**config.mk**
```make
export PLATFORM = sky130hd
export DESIGN_NAME = restoring_divider
export DESIGN_NICKNAME = d
export VERILOG_FILES = /design/src/rtl/divider_pkg.sv /design/src/rtl/fullsubtractor.sv /design/src/rtl/restoring_divider.sv
export SDC_FILE = /design/constraint.sdc
export NUM_CORES = 1
export LEC_CHECK = 0
export ABC_AREA = 0
export BUFFER_PORTS_ARGS = -buffer_cell sky130_fd_sc_hd__buf_2
export CELL_PAD_IN_SITES_DETAIL_PLACEMENT = 1
export CELL_PAD_IN_SITES_GLOBAL_PLACEMENT = 1
export CORE_ASPECT_RATIO = 0.6
export CORE_MARGIN = 2
export CORE_UTILIZATION = 36
export CTS_CLUSTER_DIAMETER = 60
export CTS_CLUSTER_SIZE = 14
export DETAILED_ROUTE_END_ITERATION = 10
export GPL_TIMING_DRIVEN = 0
export PLACE_DENSITY = 0.77
export SLEW_MARGIN = 20
export SYNTH_ARGS = -nofsm -noshare
export SYNTH_HDL_FRONTEND = slang
export SYNTH_SLANG_ARGS = --single-unit
```
**constraint.sdc**
```tcl
create_clock -name clk -period 4.7 [get_ports clk]
set_clock_uncertainty 0.15 [all_clocks]
set_input_delay 0.47 -clock clk [delete_from_list [all_inputs] [get_ports clk]]
set_output_delay 0.47 -clock clk [all_outputs]
set_load 0.03 [all_outputs]
```
**src/rtl/divider_pkg.sv**
```systemverilog
// Shared types and constants for the restoring divider: FSM state encoding,
// default operand width and iteration-counter sizing.
package divider_pkg;

    typedef enum logic [1:0] {
        IDLE = 2'd0,
        RUN  = 2'd1,
        DONE = 2'd2
    } div_state_t;

    localparam int DEFAULT_WIDTH = 8;
    localparam int CNT_W         = $clog2(DEFAULT_WIDTH);

    // Counter width for an arbitrary operand width; never narrower than one bit.
    function automatic int cnt_width(input int w);
        return (w > 1) ? $clog2(w) : 1;
    endfunction

endpackage

```
**src/rtl/fullsubtractor.sv**
```systemverilog
// One-bit full subtractor cell: a - b - bin, producing difference and borrow-out.
module fullsubtractor (
    input  logic a,
    input  logic b,
    input  logic bin,
    output logic diff,
    output logic bout
);

    assign diff = a ^ b ^ bin;
    assign bout = (~a & b) | (~(a ^ b) & bin);

endmodule

```
**src/rtl/restoring_divider.sv**
```systemverilog
// Iterative unsigned restoring divider, one quotient bit per clock.
// Optional macro DIV_ZERO_CHECK_EN enables zero-divisor detection with an early done.
module restoring_divider
    import divider_pkg::*;
#(
    parameter int WIDTH = DEFAULT_WIDTH
) (
    input  logic             clk,
    input  logic             rst,
    input  logic             start,
    input  logic [WIDTH-1:0] dividend,
    input  logic [WIDTH-1:0] divisor,
    output logic             busy,
    output logic             done,
    output logic [WIDTH-1:0] quotient,
    output logic [WIDTH-1:0] remainder,
    output logic             div_by_zero
);

    localparam int CW = cnt_width(WIDTH);

    div_state_t     state;
    div_state_t     state_next;
    logic [WIDTH-1:0] dvd_reg;
    logic [WIDTH-1:0] dvs_reg;
    logic [WIDTH-1:0] r_reg;
    logic [WIDTH-1:0] q_reg;
    logic [CW-1:0]    cnt;
    logic             zero_hit;

    logic [WIDTH:0]   s;
    logic [WIDTH:0]   b_ext;
    logic [WIDTH:0]   t;
    logic [WIDTH+1:0] bw;
    logic             unused_top_diff;

    // Trial subtraction S - {0, divisor} through the borrow-ripple chain.
    assign s     = {r_reg, dvd_reg[cnt]};
    assign b_ext = {1'b0, dvs_reg};
    assign bw[0] = 1'b0;

    genvar i;
    generate
        for (i = 0; i <= WIDTH; i++) begin : g_sub
            fullsubtractor u_fs (
                .a   (s[i]),
                .b   (b_ext[i]),
                .bin (bw[i]),
                .diff(t[i]),
                .bout(bw[i+1])
            );
        end
    endgenerate

    // With no final borrow the top difference bit is always 0, so it carries no information.
    assign unused_top_diff = t[WIDTH];

`ifdef DIV_ZERO_CHECK_EN
    logic zero_flag;
    logic dbz_reg;
    assign zero_hit    = zero_flag;
    assign div_by_zero = dbz_reg;
`else
    assign zero_hit    = 1'b0;
    assign div_by_zero = 1'b0;
`endif

    always_comb begin
        state_next = state;
        case (state)
            IDLE:    if (start) state_next = RUN;
            RUN:     if (zero_hit || cnt == '0) state_next = DONE;
            DONE:    state_next = start ? RUN : IDLE;
            default: state_next = IDLE;
        endcase
    end

    always_ff @(posedge clk) begin
        if (rst) begin
            state <= IDLE;
        end else begin
            state <= state_next;
        end
    end

    always_ff @(posedge clk) begin
        if (rst) begin
            dvd_reg <= '0;
            dvs_reg <= '0;
            r_reg   <= '0;
            q_reg   <= '0;
            cnt     <= '0;
`ifdef DIV_ZERO_CHECK_EN
            zero_flag <= 1'b0;
            dbz_reg   <= 1'b0;
`endif
        end else if (state != RUN) begin
            if (start) begin
                dvd_reg <= dividend;
                dvs_reg <= divisor;
                r_reg   <= '0;
                q_reg   <= '0;
                cnt     <= CW'(WIDTH - 1);
`ifdef DIV_ZERO_CHECK_EN
                zero_flag <= (divisor == '0);
                dbz_reg   <= 1'b0;
`endif
            end
        end else begin
`ifdef DIV_ZERO_CHECK_EN
            // A zero divisor spends its single RUN cycle loading the fixed result.
            if (zero_flag) begin
                q_reg   <= '1;
                r_reg   <= dvd_reg;
                dbz_reg <= 1'b1;
            end else
`endif
            begin
                if (!bw[WIDTH+1]) begin
                    r_reg      <= t[WIDTH-1:0];
                    q_reg[cnt] <= 1'b1;
                end else begin
                    r_reg      <= s[WIDTH-1:0];
                    q_reg[cnt] <= 1'b0;
                end
                if (cnt != '0) cnt <= cnt - 1'b1;
            end
        end
    end

    assign busy      = (state == RUN);
    assign done      = (state == DONE);
    assign quotient  = q_reg;
    assign remainder = r_reg;

endmodule

```
# --- Word-level counts from Yosys, hierarchy flattened ---
# Index checks and enable logic that the tools add are counted.
totals:
  register_bits: 37
  out_inout_bits: 19
  word_cells: 96
classes:
  n_addsub: 1
  magnitude_cmp: 2
  eq_ne: 6
  n_mux: 16
  bitwise: 57
  n_reduce_logical: 8
op_table:
  columns: ["cell", "count"]
  rows:
  - ["$mux 8", 5]
  - ["$and 1x1->1", 16]
  - ["$not 1->1", 16]
  - ["$xor 1x1->1", 15]
  - ["$mux 3", 3]
  - ["$and 8x8->8", 1]
  - ["$not 8->8", 1]
  - ["$or 8x8->8", 1]
  - ["$or 1x1->1", 7]
  - ["$pmux 2 s3", 1]
  - ["$reduce_and 2->1", 3]
  - ["$lt 3x4->1 const B", 1]
  - ["$mux 2", 2]
  - ["$ne 2x1->1 const B", 2]
  - ["$ne 2x2->1 const B", 2]
  - ["$bmux 1 s3", 1]
  - ["$demux 1 s3", 1]
  - ["$ge 3x1->1 const B", 1]
  - ["$logic_not 3->1", 1]
  - ["$mux 1", 3]
  - ["$reduce_bool 3->1", 1]
  - ["$sub 3x1->3 const B", 1]
  - ["$eq 2x1->1 const B", 1]
  - ["$eq 2x2->1 const B", 1]
  - ["other kinds (3)", 3]

# --- Longest topological paths before layout ---
# Gate-level depths: netlist (run 1).
logic_depth:
  ltp_word: 21
  ltp_mapped: 18
  mapped_depth_nobuf: 16

# --- Modules after synthesis ---
# Synthesis (run 1) repeated with hierarchy kept, for this count alone.
unflattened:
  cells_unflattened: 243
  hier_area_um2: 2005.7
modules_own_cells:
  columns: ["mod", "n_inst", "cells_per_inst", "area_each_um2"]
  rows:
  - ["restoring_divider", 1, 207, 1724.2]
  - ["fullsubtractor", 9, 4, 31.3]

# --- Worst setup path before layout (run 1) ---
# Ideal clock, no wire load.
synth_timing:
  kind: "register -> register"
  startpoint: "register cnt[2]"
  endpoint: "register q_reg[5], in the netlist quotient[5]"
  setup_time_ps: 70
  arrival_ps: 4347
  t_required_ps: 4480
  path_slack_ps: 132
  stages_incl_launch_ff: 18
  path_buffers: 2
  period_less_slack_ps: 4568
  cell_sequence: "dfxtp_1 or3b_2 a21oi_1 a211oi_2 ha_1 fa_1 fa_1 fa_1 fa_1 fa_1 fa_1 inv_1 fa_1 or2_2 buf_2 buf_2 nand4_1 a21oi_1"
synth_via:
  elab_chain_len: 21
synth_lines:
  columns: ["element", "line", "source"]
  rows:
  - ["start, declared", "restoring_divider.sv:28", "logic [CW-1:0] cnt;"]
  - ["start signal, assigned", "restoring_divider.sv:103", "cnt <= CW'(WIDTH - 1);"]
  - ["start signal, assigned", "restoring_divider.sv:126", "if (cnt != '0) cnt <= cnt - 1'b1;"]
  - ["$bmux 1 s3", "restoring_divider.sv:38", "assign s = {r_reg, dvd_reg[cnt]};"]
  - ["$mux 1 (implied by the code)", "restoring_divider.sv:38", null]
  - ["$not 1->1", "fullsubtractor.sv:11", "assign bout = (~a & b) | (~(a ^ b) & bin);"]
  - ["$and 1x1->1 (2 in a row)", "fullsubtractor.sv:11", null]
  - ["$or 1x1->1", "fullsubtractor.sv:11", null]
  - ["$and 1x1->1", "fullsubtractor.sv:11", null]
  - ["$or 1x1->1", "fullsubtractor.sv:11", null]
  - ["$and 1x1->1", "fullsubtractor.sv:11", null]
  - ["[4 not listed]", null, null]
  - ["$or 1x1->1", "fullsubtractor.sv:11", null]
  - ["$and 1x1->1", "fullsubtractor.sv:11", null]
  - ["$or 1x1->1", "fullsubtractor.sv:11", null]
  - ["$and 1x1->1", "fullsubtractor.sv:11", null]
  - ["$or 1x1->1", "fullsubtractor.sv:11", null]
  - ["$and 1x1->1", "fullsubtractor.sv:11", null]
  - ["$mux 8 *", "restoring_divider.sv:119", "if (!bw[WIDTH+1]) begin"]
  - ["$mux 8 *", "restoring_divider.sv:97", "end else if (state != RUN) begin"]
  - ["end signal, assigned", "restoring_divider.sv:102", "q_reg <= '0;"]
  - ["end signal, assigned by index", "restoring_divider.sv:121", "q_reg[cnt] <= 1'b1;"]
  - ["end signal, assigned by index", "restoring_divider.sv:124", "q_reg[cnt] <= 1'b0;"]
  - ["end, declared", "restoring_divider.sv:27", "logic [WIDTH-1:0] q_reg;"]
# Every way passes the cells marked *; elsewhere a longest branch is shown, timed or not. The select of a mux whose other input is x is not followed.
# A chain may end at the register's enable or synchronous reset.

# --- Final worst setup path (run 1) ---
layout_timing:
  startpoint: "register cnt[2]"
  endpoint: "register r_reg[7], in the netlist remainder[7]"
layout_via:
  elab_chain_len: 21
layout_lines:
  columns: ["element", "line", "source"]
  rows:
  - ["$bmux 1 s3 *", "restoring_divider.sv:38", null]
  - ["$mux 1 (implied by the code) *", "restoring_divider.sv:38", null]
  - ["$not 1->1 *", "fullsubtractor.sv:11", null]
  - ["$and 1x1->1 * (2 in a row)", "fullsubtractor.sv:11", null]
  - ["$or 1x1->1 *", "fullsubtractor.sv:11", null]
  - ["$and 1x1->1 *", "fullsubtractor.sv:11", null]
  - ["$or 1x1->1 *", "fullsubtractor.sv:11", null]
  - ["$and 1x1->1 *", "fullsubtractor.sv:11", null]
  - ["[4 not listed]", null, null]
  - ["$or 1x1->1 *", "fullsubtractor.sv:11", null]
  - ["$and 1x1->1 *", "fullsubtractor.sv:11", null]
  - ["$or 1x1->1 *", "fullsubtractor.sv:11", null]
  - ["$and 1x1->1", "fullsubtractor.sv:11", null]
  - ["$or 1x1->1", "fullsubtractor.sv:11", null]
  - ["$and 1x1->1", "fullsubtractor.sv:11", null]
  - ["$mux 8 *", "restoring_divider.sv:119", null]
  - ["$mux 8 *", "restoring_divider.sv:97", null]
  - ["end signal, assigned", "restoring_divider.sv:120", "r_reg <= t[WIDTH-1:0];"]
  - ["end signal, assigned", "restoring_divider.sv:123", "r_reg <= s[WIDTH-1:0];"]
  - ["end, declared", "restoring_divider.sv:26", "logic [WIDTH-1:0] r_reg;"]
# Marks and branches as above.

==> results.sh, run 1 <==
export IMPL_finalHoldViolCount=0
export IMPL_grt_max_degree=11
export IMPL_path_clk_slew_ns=0.07
export IMPL_irDropWorstVdd_uv=136.2
export IMPL_placed_area_sq_um=2178
export IMPL_p_comb_frac=0.319
export IMPL_max_clock_path_buffers=2
export IMPL_nFillCells=647
export IMPL_worstSkewPairLatency_ns=0.29
export IMPL_grt_pass1_wl_mm=8.424
export IMPL_cts_sinks=37
export IMPL_critPathSlowestCell="fa_2"
export IMPL_die_h_um=60.51
export IMPL_num_rows=20
export IMPL_post_route_period_util=0.9757
export IMPL_synth_edf_count=0
export IMPL_drt_pass1_iterations=4
export IMPL_rsz0062_at_grt="yes"
export IMPL_numCtsBuffers=5
export IMPL_drt_total_wl_mm=5.314
export IMPL_num_vias=1768
export IMPL_syn_nets=261
export IMPL_crit_path_end_kind="register"
export IMPL_globalRouteMet2Util=0.2740
export IMPL_syn_to_final_growth_pct=24.62
export IMPL_ys_types=41
export IMPL_final_layout_size_suffix_gt1_frac=0.3489
export IMPL_routedWlPerCell_um=15.45
export IMPL_period_needed_ns=4.586
export IMPL_ys_ff_latch=37
export IMPL_pin_count=38
export IMPL_final_antenna_net_count=0
export IMPL_path_cells="or3b_4 -> a21oi_4 -> a211oi_4 -> ha_2 -> fa_2 -> fa_2 -> fa_2 -> fa_2 -> fa_2 -> fa_2 -> inv_2 -> fa_2 -> and2_4 -> o21ai_2 -> a21oi_2"
export IMPL_hp_class="in2reg"
export IMPL_fmax_mhz=218.1
export IMPL_setup_violations=0
export IMPL_port_buffers=36
export IMPL_fin_cells=344
export IMPL_clockPowerShare=0.267
export IMPL_cts_root_buf="clkbuf_8"
export IMPL_track_usage=0.1838
export IMPL_cp_required_ns=4.71
export IMPL_dp_cells=334
export IMPL_yosys_warnings=0
export IMPL_powerDensity_nw_per_um2=357.5
export IMPL_worstMarginPinSlew_ns=0.5706
export IMPL_cpMostUsedCell="fa_2"
export IMPL_antenna_found_initial=0
export IMPL_grt_busiest_layer="met2"
export IMPL_path_class="reg2reg"
export IMPL_p_leak_uw=0.0009694
export IMPL_die_w_um=98.17
export IMPL_design_area_sq_um=2387
export IMPL_ys_seq_area_frac=0.3867
export IMPL_relSlewSlack=0.6196
export IMPL_crit_path_start_kind="register"
export IMPL_async_flop_share=0
export IMPL_place_congestion=0.8201
export IMPL_via_per_inst=5.140
export IMPL_cts_tree="built"
export IMPL_synthFlopType="dfxtp_1"
export IMPL_grt_pass1_vias=1648
export IMPL_syn_area_sq_um=1916
export IMPL_cp_num_buf_inv=1
export IMPL_nNetsFinal=307
export IMPL_use_met3=0.04378
export IMPL_switching_share=0.3362
export IMPL_cp_top_family="adder cells"
export IMPL_syn_area_per_cell_sq_um=8.257
export IMPL_dpl_hpwl_mm=3.847
export IMPL_cp_max_fo=3
export IMPL_die_area_sq_um=5940
export IMPL_p_int_uw=566.4
export IMPL_worstPathArrival_ns=4.59
export IMPL_grt_ovfl_total=0
export IMPL_p_seq_frac=0.414
export IMPL_start_util=0.3752
export IMPL_synth_cells=232
export IMPL_antenna_cells=0
export IMPL_drv_cap=0
export IMPL_met1_usage=0.2732
export IMPL_first_iter_violations=36
export IMPL_critPathMaxStageDelay_ns=0.43
export IMPL_status="finished, final reports clean"
export IMPL_remaining_drc_errors=0
export IMPL_core_area_sq_um=5105
export IMPL_p_sw_uw=286.9
export IMPL_finalSetupTns_ns=0
export IMPL_slew_violations=0
export IMPL_htree_levels=2
==> power groups by stage <==
stage / logic (uW) / clock network [uW] / registers (uW)
after floorplan: 167 / 0 / 357
after global placement: 224 / 0 / 359
after detailed placement: 233 / 0 / 359
after CTS: 244 / 234 / 352
after global routing: 303 / 250 / 357
final: 272 / 228 / 354
==> synth_stat cells, drive strengths merged (3+ instances only) <==
library cell  instances  area [sq um]
nand2                46         172.7
dfxtp                37         740.7
a21oi                34         170.2
buf                  20         128.9
inv                  13         48.80
o211ai                8         60.06
fa                    7         140.1
clkbuf                6         23.77
nor2                  6         22.52
or3                   6         37.54
nand3                 5         25.02
o21ai                 5         25.02
nand4                 4         25.02
and2                  3         18.77
ha                    3         37.54
mux2                  3         33.78
nand3b                3         22.52
==> logic make-up (layout without fill, tap and decap cells) <==
kind of cell,after synthesis,after routing,share of synthesized area
fa+ha+maj,10,10,0.09275
flops,37,37,0.3867
buf+inv,39,85,0.1052
other cells,1,1,0.001958
compound gates,55,55,0.1692
simple gates,86,86,0.2214
mux,4,4,0.02286
==> metal layers <==
layer | vias to the layer above | wire, um | share of wire
met5 | - | 0 | 0
met4 | 0 | 40 | 0.0075
met3 | 7 | 251 | 0.047
met2 | 37 | 2309 | 0.43
met1 | 856 | 2712 | 0.51
li1 | 868 | - | -
==> area by class of cell <==
type,count,area (sq um),share of cell area
buffer,25,165.2,0.06918
timing repair buffer,40,210.2,0.08805
inverter,13,48.80,0.02044
clock buffer,7,86.33,0.03616
tap,66,82.58,0.03459
multi-input combinational,156,1051,0.4403
sequential,37,743.2,0.3113
==> final timing paths <==
path / start / end / slack (ns) / depth (start not counted)
setup / recovery: cnt[2]$_SDFFE_PP0P_ / remainder[7]$_SDFFE_PP0P_ / 0.11 / 15
hold / removal: divisor[3] / dvs_reg[3]$_SDFFE_PP0P_ / 0.26 / 3
setup reg to reg: cnt[2]$_SDFFE_PP0P_ / remainder[7]$_SDFFE_PP0P_ / 0.11 / 15
hold reg to reg: dvd_reg[2]$_SDFFE_PP0P_ / dvd_reg[2]$_SDFFE_PP0P_ / 0.31 / 2
==> what timing repair did <==
item | 4_1_cts | 5_1_grt
pin swaps | 1 | 12
hold buffers | 0 | 0
resized for setup | 13 | 24
setup buffers | 0 | 4
endpoints found under the setup margin | 16 | 14
==> per-stage QoR <==
stage / hold WS (ns) / utilization / worst slack [ns] / total power (uW)
global placement: 0.2919 / 0.4267 / -0.4164 / 583.3
finish: 0.2631 / 0.4676 / 0.1142 / 853.4
floorplan: 0.2818 / - / 0.1321 / 523.9
detailed placement: 0.2941 / 0.4267 / -0.4285 / 592.9
global route: 0.2689 / 0.4676 / -0.05061 / 909.6
CTS: 0.2629 / 0.4498 / 0.02037 / 830.6
==> worst min-delay path, delay by kind of cell <==
kind | cells | cell delay (ns)
simple gates | 1 | 0.04
compound gates | 1 | 0.05
buf+inv | 1 | 0.09
==> layout by cell type, fill, tap and decap left out, types with 4 or more instances in the layout <==
cell / netlist / layout
nand2_1: 46 / 45
nand4_1: 4 / 4
nor2_1: 6 / 5
nand3_1: 5 / 5
buf_2: 10 / 41
clkbuf_1: 5 / 6
fa_2: 0 / 7
inv_1: 11 / 10
o211ai_1: 8 / 8
dfxtp_1: 37 / 35
or3_1: 6 / 6
clkbuf_8: 0 / 6
buf_4: 9 / 14
a21oi_1: 34 / 30
Power figures use the tool's default switching activity.
==> run 2: changes to the inputs <==
- CORE_UTILIZATION: 36 -> 38
- CTS_BUF_LIST: not set -> sky130_fd_sc_hd__clkbuf_4
- PLACE_DENSITY: 0.77 -> 0.8
==> results.sh, run 2 (synthesis gave the netlist of run 1 again) <==
export IMPL_dp_cells=331
export IMPL_worstMarginPinSlew_ns=0.5665
export IMPL_cts_sinks=37
export IMPL_fin_cells=339
export IMPL_finalSetupTns_ns=0
export IMPL_switching_share=0.3588
export IMPL_post_route_period_util=0.9672
export IMPL_fmax_mhz=220.0
export IMPL_place_congestion=0.8987
export IMPL_path_class="reg2reg"
export IMPL_grt_ovfl_total=0
export IMPL_die_w_um=95.66
export IMPL_numCtsBuffers=5
export IMPL_clockPowerShare=0.203
export IMPL_worstSkewPairLatency_ns=0.35
export IMPL_cp_required_ns=4.77
export IMPL_cts_tree="built"
export IMPL_htree_levels=2
export IMPL_first_iter_violations=61
export IMPL_setup_violations=0
export IMPL_final_cell_mix="46 x nand2_1, 42 x buf_2, 35 x dfxtp_1"
export IMPL_met2WireLength_mm=2.055
export IMPL_drt_total_wl_mm=5.076
export IMPL_finalHoldViolCount=0
export IMPL_path_clk_slew_ns=0.11
export IMPL_grt_pass1_wl_mm=8.349
export IMPL_drv_cap=0
export IMPL_die_h_um=59.00
export IMPL_crit_path_end_kind="register"
export IMPL_status="finished, final reports clean"
export IMPL_irDropWorstVdd_uv=125.8
export IMPL_final_common_cell="nand2_1"
export IMPL_die_area_sq_um=5643
export IMPL_p_sw_uw=282.1
export IMPL_pin_count=38
export IMPL_syn_to_final_growth_pct=20.51
export IMPL_start_util=0.4070
export IMPL_p_total_uw=786.3
export IMPL_crit_path_start_kind="register"
export IMPL_remaining_drc_errors=0
export IMPL_powerDensity_nw_per_um2=340.6
export IMPL_antenna_cells=0
export IMPL_num_vias=1750
export IMPL_hp_class="in2reg"
export IMPL_via_per_inst=5.162
export IMPL_max_clock_path_buffers=2
export IMPL_grt_max_degree=11
export IMPL_num_rows=19
export IMPL_grt_pass1_vias=1697
export IMPL_drt_pass1_iterations=4
export IMPL_p_int_uw=504.2
export IMPL_cts_root_buf="clkbuf_4"
export IMPL_period_needed_ns=4.546
export IMPL_worstPathArrival_ns=4.62
export IMPL_p_comb_frac=0.349
export IMPL_timing_final_ws_setup_ns=0.1540
export IMPL_dpl_hpwl_mm=3.739
export IMPL_p_seq_frac=0.448
export IMPL_final_layout_size_suffix_gt1_frac=0.3333
export IMPL_core_area_sq_um=4707
export IMPL_p_leak_uw=0.0009406
export IMPL_wl_met1_mm=2.696
export IMPL_nNetsFinal=306
export IMPL_pre_cts_ws_ns=-0.5324
export IMPL_rsz0062_at_grt="no"
export IMPL_wl_met3_um=272
export IMPL_routedWlPerCell_um=14.97
export IMPL_final_antenna_net_count=0
export IMPL_highest_layer="met4"
export IMPL_worst_hold_path_num_cells=3
export IMPL_cp_max_fo=3
export IMPL_track_usage=0.1975
export IMPL_relSlewSlack=0.6223
export IMPL_reg2reg_depth=15
export IMPL_antenna_found_initial=0
export IMPL_port_buffers=36
export IMPL_slew_violations=0
-- run 2: cell types whose count changed in the layout (fill, tap and decap cells not counted), sizes merged --
cell / before / now
buf: 58 / 57
clkbuf: 14 / 12
clkinv: 0 / 1
-- run 2: cell type report --
| cell class | instances | area, sq um |
|---|---|---|
| inverter | 13 | 48.80 |
| clock buffer | 5 | 37.54 |
| multi-input combinational | 156 | 1021 |
| fill | 602 | 2399 |
| tap | 63 | 78.83 |
| sequential | 37 | 743.2 |
| buffer | 25 | 158.9 |
| timing repair buffer | 39 | 215.2 |
| clock inverter | 1 | 5.005 |
-- run 2: critical path: stages (launching register included) --
cell      delay, ns
dfxtp_2        0.35
or3b_2         0.47
a21oi_2        0.16
a211oi_2       0.09
ha_2           0.22
fa_2           0.34
fa_2           0.38
fa_2           0.35
fa_2           0.34
fa_2           0.34
fa_2           0.34
inv_2          0.08
fa_2           0.43
and2_0         0.15
o21ai_1        0.15
a21oi_1        0.08
-- run 2: through the flow --
step,area [sq um],hold WS (ns),util
after floorplan,1916,0.2818,-
after global placement,2175,0.2943,0.4620
after detailed placement,2175,0.2973,0.4620
after CTS,2273,0.1852,0.4830
after global routing,2308,0.1997,0.4904
final,2308,0.1923,0.4904
-- run 2: layer usage --
| layer | GRT usage | up-vias |
|---|---|---|
| li1 | - | 871 |
| met3 | 0.04835 | 7 |
| met5 | 0 | - |
| met1 | 0.2847 | 829 |
| met4 | 0.05510 | 0 |
| met2 | 0.2957 | 43 |
-- run 2: repair_timing --
item,4_1_cts,5_1_grt
gates resized for setup,14,11
setup endpoints to repair,16,15
buffers inserted,2,1
pin swaps,1,5
hold buffers,0,0
-- run 2: worst paths after layout --
path                                start                        end  slack (ns)
setup / recovery      cnt[2]$_SDFFE_PP0P_  remainder[7]$_SDFFE_PP0P_        0.15
hold / removal                dividend[2]    dvd_reg[2]$_SDFFE_PP0P_        0.19
hold reg to reg   dvd_reg[0]$_SDFFE_PP0P_    dvd_reg[0]$_SDFFE_PP0P_        0.31
setup reg to reg      cnt[2]$_SDFFE_PP0P_  remainder[7]$_SDFFE_PP0P_        0.15
-- run 2: power groups by stage --
| stage | Combinational, uW | Clock, uW | Sequential (uW) |
|---|---|---|---|
| 2_1_floorplan | 167 | 0 | 357 |
| 3_3_place_gp | 226 | 0 | 358 |
| 3_5_place_dp | 233 | 0 | 359 |
| 4_1_cts | 265 | 163 | 352 |
| 5_1_grt | 304 | 176 | 356 |
| 6_report | 274 | 160 | 353 |
